`src/rtl/uart_rx_param.sv`:
```
// Oversampling UART receiver: configurable data width, parity and stop bits,
// 3-sample majority voting, and a valid/ready holding register with error flags.
module uart_rx_param #(
  parameter int CLOCK_FREQ = 38400000,
  parameter int BAUD_RATE  = 9600,
  parameter int DATA_BITS  = 8,
  parameter int PARITY     = 0,
  parameter int STOP_BITS  = 1,
  parameter int OVERSAMPLE = 16
) (
  input  logic                 clk,
  input  logic                 rst,
  input  logic                 soft_reset,
  input  logic                 rx,
  output logic [DATA_BITS-1:0] data,
  output logic                 valid,
  input  logic                 ready,
  output logic                 parity_err,
  output logic                 frame_err,
  output logic                 overrun,
  output logic                 break_det,
  output logic                 busy
);

  localparam int DIV_RAW = CLOCK_FREQ / (BAUD_RATE * OVERSAMPLE);
  localparam int DIV     = (DIV_RAW < 1) ? 1 : DIV_RAW;
  localparam int TW      = (DIV > 1) ? $clog2(DIV) : 1;
  localparam int SC_W    = $clog2(OVERSAMPLE);
  localparam int H       = OVERSAMPLE / 2;
  localparam int BC_W    = 4;

  typedef enum logic [2:0] {
    IDLE, START, DATA, PAR, STOP, BREAK_WAIT
  } state_t;

  function automatic logic majority3(input logic a, input logic b, input logic c);
    return (a & b) | (a & c) | (b & c);
  endfunction

  // Parity bit a correct transmitter would send for word d.
  function automatic logic parity_expected(input logic [DATA_BITS-1:0] d);
    return (PARITY == 1) ? ~(^d) : (^d);
  endfunction

  logic                 rx_p0, rxs;
  state_t               state, state_nxt;
  logic [TW-1:0]        tick_cnt;
  logic [SC_W-1:0]      sc;
  logic [BC_W-1:0]      bit_cnt;
  logic [DATA_BITS-1:0] shreg;
  logic                 s_a, s_b;
  logic                 zero_so_far, par_bad, stop_bad;
  logic                 tick, eval, bit_val;
  logic                 enter_start, frame_done, brk, load_word;

  // Stage p0/p1: two-flop synchroniser for the asynchronous line
  always_ff @(posedge clk) begin
    if (rst) begin
      rx_p0 <= 1'b1;
      rxs   <= 1'b1;
    end else begin
      rx_p0 <= rx;
      rxs   <= rx_p0;
    end
  end

  assign tick    = (tick_cnt == TW'(DIV - 1));
  assign eval    = tick && (sc == SC_W'(H + 1));
  assign bit_val = majority3(s_a, s_b, rxs);
  assign busy    = (state != IDLE);

  always_ff @(posedge clk) begin
    if (rst || soft_reset) state <= IDLE;
    else                   state <= state_nxt;
  end

  always_comb begin
    state_nxt   = state;
    enter_start = 1'b0;
    frame_done  = 1'b0;
    brk         = 1'b0;
    case (state)
      IDLE: begin
        if (!rxs) begin
          state_nxt   = START;
          enter_start = 1'b1;
        end
      end
      START: begin
        if (eval) state_nxt = bit_val ? IDLE : DATA;
      end
      DATA: begin
        if (eval && bit_cnt == BC_W'(DATA_BITS - 1))
          state_nxt = (PARITY != 0) ? PAR : STOP;
      end
      PAR: begin
        if (eval) state_nxt = STOP;
      end
      STOP: begin
        if (eval) begin
          if (bit_cnt == '0 && zero_so_far && !bit_val) begin
            brk       = 1'b1;
            state_nxt = BREAK_WAIT;
          end else if (bit_cnt == BC_W'(STOP_BITS - 1)) begin
            frame_done = 1'b1;
            state_nxt  = IDLE;
          end
        end
      end
      BREAK_WAIT: begin
        if (rxs) state_nxt = IDLE;
      end
      default: state_nxt = IDLE;
    endcase
  end

  // Bit timing and per-frame accumulators
  always_ff @(posedge clk) begin
    if (rst || soft_reset) begin
      tick_cnt    <= '0;
      sc          <= '0;
      bit_cnt     <= '0;
      zero_so_far <= 1'b1;
      par_bad     <= 1'b0;
      stop_bad    <= 1'b0;
    end else begin
      if (enter_start || tick) tick_cnt <= '0;
      else                     tick_cnt <= tick_cnt + 1'b1;

      if (state == IDLE)
        sc <= '0;
      else if (tick)
        sc <= (sc == SC_W'(OVERSAMPLE - 1)) ? '0 : sc + 1'b1;

      if (state_nxt != state)
        bit_cnt <= '0;
      else if (eval && (state == DATA || state == STOP))
        bit_cnt <= bit_cnt + 1'b1;

      if (enter_start) begin
        zero_so_far <= 1'b1;
        par_bad     <= 1'b0;
        stop_bad    <= 1'b0;
      end else if (eval) begin
        if (state == DATA || state == PAR) zero_so_far <= zero_so_far & ~bit_val;
        if (state == PAR)  par_bad  <= (bit_val != parity_expected(shreg));
        if (state == STOP) stop_bad <= stop_bad | ~bit_val;
      end
    end
  end

  // Sample capture and LSB-first shift register (data path, no reset needed)
  always_ff @(posedge clk) begin
    if (tick && sc == SC_W'(H - 1)) s_a <= rxs;
    if (tick && sc == SC_W'(H))     s_b <= rxs;
    if (state == DATA && eval)      shreg <= {bit_val, shreg[DATA_BITS-1:1]};
  end

  // A completed frame is dropped only when the held word is not being consumed
  assign load_word = frame_done && !soft_reset && !(valid && !ready);

  always_ff @(posedge clk) begin
    if (rst)            data <= '0;
    else if (load_word) data <= shreg;
  end

  always_ff @(posedge clk) begin
    if (rst || soft_reset) begin
      valid      <= 1'b0;
      parity_err <= 1'b0;
      frame_err  <= 1'b0;
      overrun    <= 1'b0;
      break_det  <= 1'b0;
    end else begin
      break_det <= brk;
      if (load_word) begin
        valid      <= 1'b1;
        parity_err <= par_bad;
        frame_err  <= stop_bad | ~bit_val;
      end else if (valid && ready) begin
        valid      <= 1'b0;
        parity_err <= 1'b0;
        frame_err  <= 1'b0;
      end
      if (frame_done && valid && !ready) overrun <= 1'b1;
    end
  end

endmodule
```
`config.mk`:
```
export PLATFORM = sky130hd
export DESIGN_NAME = uart_rx_param
export DESIGN_NICKNAME = d
export VERILOG_FILES = /design/src/rtl/uart_rx_param.sv
export SDC_FILE = /design/constraint.sdc
export NUM_CORES = 1
export LEC_CHECK = 0
export CORE_MARGIN = 8
export CORE_UTILIZATION = 60
export CTS_BUF_LIST = sky130_fd_sc_hd__clkbuf_4 sky130_fd_sc_hd__clkbuf_8
export CTS_CLUSTER_DIAMETER = 150
export DETAILED_ROUTE_END_ITERATION = 8
export GPL_ROUTABILITY_DRIVEN = 0
export PLACE_DENSITY = 0.82
export SLEW_MARGIN = 10
export SYNTH_ARGS = -nofsm -noshare
export SYNTH_HDL_FRONTEND = slang
export SYNTH_SLANG_ARGS = --single-unit
```
`constraint.sdc`:
```
create_clock -name clk -period 3.2 [get_ports clk]
set_input_delay 0.64 -clock clk [delete_from_list [all_inputs] [get_ports clk]]
set_output_delay 0.64 -clock clk [all_outputs]
set_load 0.005 [all_outputs]
```
# Yosys cells after proc, flatten, opt, wreduce, memory -nomap -nowiden
# Cells that the tools add are included.
# totals
regBits,47
latchBits,0
mem_bits_rw,0
romBits,0
out_inout_bits,14
word_cells,101
memories,0
# classes
addsub,3
mul,0
n_div,0
magnitude_cmp,0
eq_ne,13
n_shift,0
n_mux,22
bitwise,10
n_reduce_logical,35
# op_table
cell,n
$mux W3,8
$pmux W3 S6,1
$logic_and A1 B1 Y1,14
$eq A4 B4 Y1 const B,3
$mux W1,11
$add A4 B1 Y4 const B,2
$add A8 B1 Y8 const B,1
$eq A4 B3 Y1 const B,2
$eq A8 B8 Y1 const B,1
$reduce_or A2 Y1,4
$reduce_xor A8 Y1,1
$eq A3 B2 Y1 const B,2
$eq A3 B3 Y1 const B,2
$reduce_and A2 Y1,3
$and A1 B1 Y1,4
$logic_not A1 Y1,4
$logic_not A4 Y1,1
$logic_or A1 B1 Y1,4
$mux W4,1
$eq A3 B1 Y1 const B,1
$logic_not A3 Y1,1
$ne A3 B3 Y1,1
$not A1 Y1,3
$or A1 B1 Y1,3
other kinds (5),5

# Depth between registers and ports, before layout
# logic_depth
depth_word,11
ltp_mapped,8

# Worst setup path after synthesis
# Ideal clock, no wire load.
# synth_path
path_type,flip-flop to flip-flop
from,reg sc[1]
to,"reg shreg[0], enable pin"
arrival_time_ns,1.478
required_ns,2.817
path_slack_ns,1.339
stages_incl_launch_ff,6
path_cell_list,dfxtp_1 inv_1 ha_1 and3b_1 nand3_1 nor3_1
# synth_between
elab_chain_cells,3
# synth_lines
item,line,text
start: declaration,48,logic [SC_W-1:0] sc;
start signal: assignment,133,sc <= (sc == SC_W'(OVERSAMPLE - 1)) ? '0 : sc + 1'b1;
$eq A4 B4 Y1,68,assign eval = tick && (sc == SC_W'(H + 1));
$logic_and A1 B1 Y1,68,
$logic_and A1 B1 Y1,156,"if (state == DATA && eval) shreg <= {bit_val, shreg[DATA_BITS-1:1]};"
end signal: assignment,156,
end: declaration,50,logic [DATA_BITS-1:0] shreg;
# No other way between the ends.
# A chain may end at the register's enable or synchronous reset.

# Final worst setup path
# layout_path
from,reg state[0]
to,out busy
# layout_between
elab_chain_cells,1
# layout_lines
item,line,text
start: declaration,46,"state_t state, state_nxt;"
start signal: assignment,74,else state <= state_nxt;
$reduce_bool A3 Y1,70,assign busy = (state != IDLE);
end: declaration,22,output logic busy
# No other way between the ends.

==> qor.yml <==
worst_slew_margin_rel_pct: 62.67
areaGrowthSynthToFinish_pct: 13.52
grt_max_degree: 16
chipWidth_um: 76.20
synth_area_per_cell_um2: 9.795
die_h_um: 76.20
nets: 252
drt_iter0_markers: 157
worstHoldEndpoint: "rxs"
crit_end_element: "primary output"
beginning_of_the_worst_hold_path: "rx_p0"
rr_startpoint: "sc[1]"
dpl.cell_count: 281
drc: 0
regToRegEndpoint: "data[2]"
timing.clock.skew_ns: 0.01372
post_synth_num_cell_types: 48
power.ir.vdd_worst_v: 0.0002960
power.density_cell_area_nw_per_um2: 406.6
overflow: 0
timing.critical_path.slowest_stage_cell: "sky130_fd_sc_hd__dfxtp_1"
clock_latency_ns: 0.36
worst_r2r_path_depth: 7
timing.final.hold_violations: 0
routed_via_density: 5.540
holdPathStages: 1
antenna_violating_nets_post_route: 0
clkSinkCount: 47
synth_seq_cells: 47
async_flop_share_pct: 0
finish.instance_area_um2: 2469
number_of_global_route_vias_before_repair: 1579
synth_seq_area_share_pct: 47.87
drive_gt1_share_pct: 7.884
cpPeakStageDelay_ns: 0.67
unrepaired_setup_endpoints_after_global_routing: "no"
synth_fp_nets: 234
placement.cell_area_um2: 2382
firstDrtPassIters: 4
worstPathRequired_ns: 2.56
wire_length_of_the_first_global_routing_pass_um: 7065
cts-hold-fix-buffers: 0
final_common_cell: "sky130_fd_sc_hd__dfxtp_1"
postLayoutCoreUtil_pct: 68.99
worst_hold_check_path_type: "reg2reg"
cts.reportedPaths.clkPinSlew_ns: 0.14
hold_slack_ns: 0.4199
run_status: "complete, no violations"
path_max_fanout: 15
setup_slack_reg_to_reg_ns: 1.12
synth_area_um2: 2175
synth_top_flop_cell: "sky130_fd_sc_hd__dfxtp_1"
data_arrival_at_the_endpoint_of_the_critical_path_ns: 1.81
setup_violations: 0
dp_worst_setup_slack_ns: 0.5895
max_slew_violation_total_from_the_final_report: 0
synthCells: 222
tritoncts: "built"
cts_setup_buffers: 0
grt_antenna_before_repair: 0
wirelength_um: 3977
detailed_place_hpwl_um: 2881
ctsRootBufferMaster: "sky130_fd_sc_hd__clkbuf_4"
rows: 22
post-layout-total-power_mw: 1.004
pin_count: 19
min_period_ns: 2.449
post_route_insts_no_fill: 289
port_buffers: 18
worst_path_class_setup: "reg2out"
slew_worst_pin_ns: 0.5595
leakagePower_nw: 0.8537
synth_warnings: 0
drv.max_cap_violation_count: 0
detailroute.via_count: 1601
antenna-diode-count: 0
most-common-layout-cells: "sky130_fd_sc_hd__dfxtp_1 (37), sky130_fd_sc_hd__nor2_1 (30), sky130_fd_sc_hd__clkdlybuf4s50_1 (18), sky130_fd_sc_hd__nand2_1 (16), sky130_fd_sc_hd__nand3_1 (11)"
crit_buf_inv: 1
max-clock-path-buffers: 2
filler_cell_count: 289
start_util_pct: 60.77
timing.setup.tns_ns: 0
die_area_um2: 5806
ctsResizeCount: 0
wl_per_cell_um: 13.76
fp.coreArea_um2: 3578
period_share_pct: 76.53
post-route-worst-setup-slack_ns: 0.7510
htree_num_levels: 2
path_cells: "or3_1 -> clkdlybuf4s50_1"
startpoint_type: "flop"
number_of_buffers_inserted_during_clock_tree_synthesis: 5
achievable-frequency_mhz: 408.3
groute.usage.overall_pct: 14.41
crit_family: "flip-flops"
synth-edff-count: 10
==> cells by family (layout without fill, tap and decap cells) <==
family	count (synthesis)	count (layout)	share of synthesized area (%)
AOI/OAI and AO/OA	35	35	11.22
xor gates and xnor gates	16	16	7.077
adders and majority gates	7	7	4.027
buffers and inverters	15	34	3.164
DFF	47	47	47.87
muxes	8	8	3.683
and+or+nand+nor	94	94	22.96
==> synth_stat cells, types with 3 or more instances <==
library cell	instances	area, um^2
sky130_fd_sc_hd__nor3_1	4	20.02
sky130_fd_sc_hd__edfxtp_1	10	300.3
sky130_fd_sc_hd__and3_1	6	37.54
sky130_fd_sc_hd__clkbuf_1	4	15.01
sky130_fd_sc_hd__xor2_1	6	52.55
sky130_fd_sc_hd__nand2b_1	3	18.77
sky130_fd_sc_hd__xnor2_1	9	78.83
sky130_fd_sc_hd__and4b_1	3	30.03
sky130_fd_sc_hd__dfxtp_1	37	740.7
sky130_fd_sc_hd__mux2i_1	8	80.08
sky130_fd_sc_hd__inv_1	6	22.52
sky130_fd_sc_hd__nor2_1	30	112.6
sky130_fd_sc_hd__ha_1	7	87.58
sky130_fd_sc_hd__nand2_1	16	60.06
sky130_fd_sc_hd__a211oi_1	3	22.52
sky130_fd_sc_hd__a21oi_1	8	40.04
sky130_fd_sc_hd__a21o_1	3	22.52
sky130_fd_sc_hd__a31oi_1	6	37.54
sky130_fd_sc_hd__o211ai_1	4	30.03
sky130_fd_sc_hd__nand3_1	11	55.05
==> worst max-delay path by stage <==
| stage | cells past startpoint | to | slack [ns] | startpoint |
|---|---|---|---|---|
| floorplan | 5 | shreg[0] | 1.34 | sc[1] |
| global placement | 6 | bit_cnt[1] | 0.65 | rst |
| detailed placement | 6 | bit_cnt[1] | 0.59 | rst |
| CTS | 2 | busy | 0.77 | state[0] |
| global route | 2 | busy | 0.64 | state[0] |
| finish | 2 | busy | 0.75 | state[0] |
==> worst register-to-register path: stages (launching register included) <==
cell	delay, ns
sky130_fd_sc_hd__dfxtp_1	0.35
sky130_fd_sc_hd__inv_1	0.11
sky130_fd_sc_hd__ha_1	0.17
sky130_fd_sc_hd__and4b_1	0.21
sky130_fd_sc_hd__nand4_1	0.17
sky130_fd_sc_hd__and4b_1	0.66
sky130_fd_sc_hd__mux2i_1	0.26
sky130_fd_sc_hd__nor2_1	0.05
==> layer usage <==
layer | vias to the layer above | wire, um | track usage, %
li1 | 816 | - | -
met4 | 0 | 57 | 5.769
met5 | - | 0 | 0
met2 | 38 | 1866 | 23.14
met1 | 740 | 1847 | 17.26
met3 | 7 | 205 | 4.835
==> power breakdown <==
| group | leakage [nW] | internal, mW | switching [mW] | total (mW) |
|---|---|---|---|---|
| clock network | 0.0482 | 0.185 | 0.184 | 0.369 |
| logic | 0.426 | 0.0115 | 0.0143 | 0.0258 |
| registers | 0.379 | 0.605 | 0.00387 | 0.609 |
==> registers in the layout (all words and copies together) (netlist names), 3 cells and up <==
| signal | cells |
|---|---|
| state | 3 |
| data | 8 |
| bit_cnt | 4 |
| tick_cnt | 8 |
| shreg | 8 |
| sc | 4 |
==> cell type report <==
type / count / area [um^2] / share of cell area, %
multi-input cells: 160 / 1065 / 43.13
clock inverters: 2 / 35.03 / 1.419
repair buffers: 19 / 187.7 / 7.603
clock buffers: 6 / 51.30 / 2.078
flip-flops and latches: 47 / 1041 / 42.17
well taps: 48 / 60.06 / 2.433
inverters: 7 / 28.78 / 1.166
(Power assumes the default switching activity.)
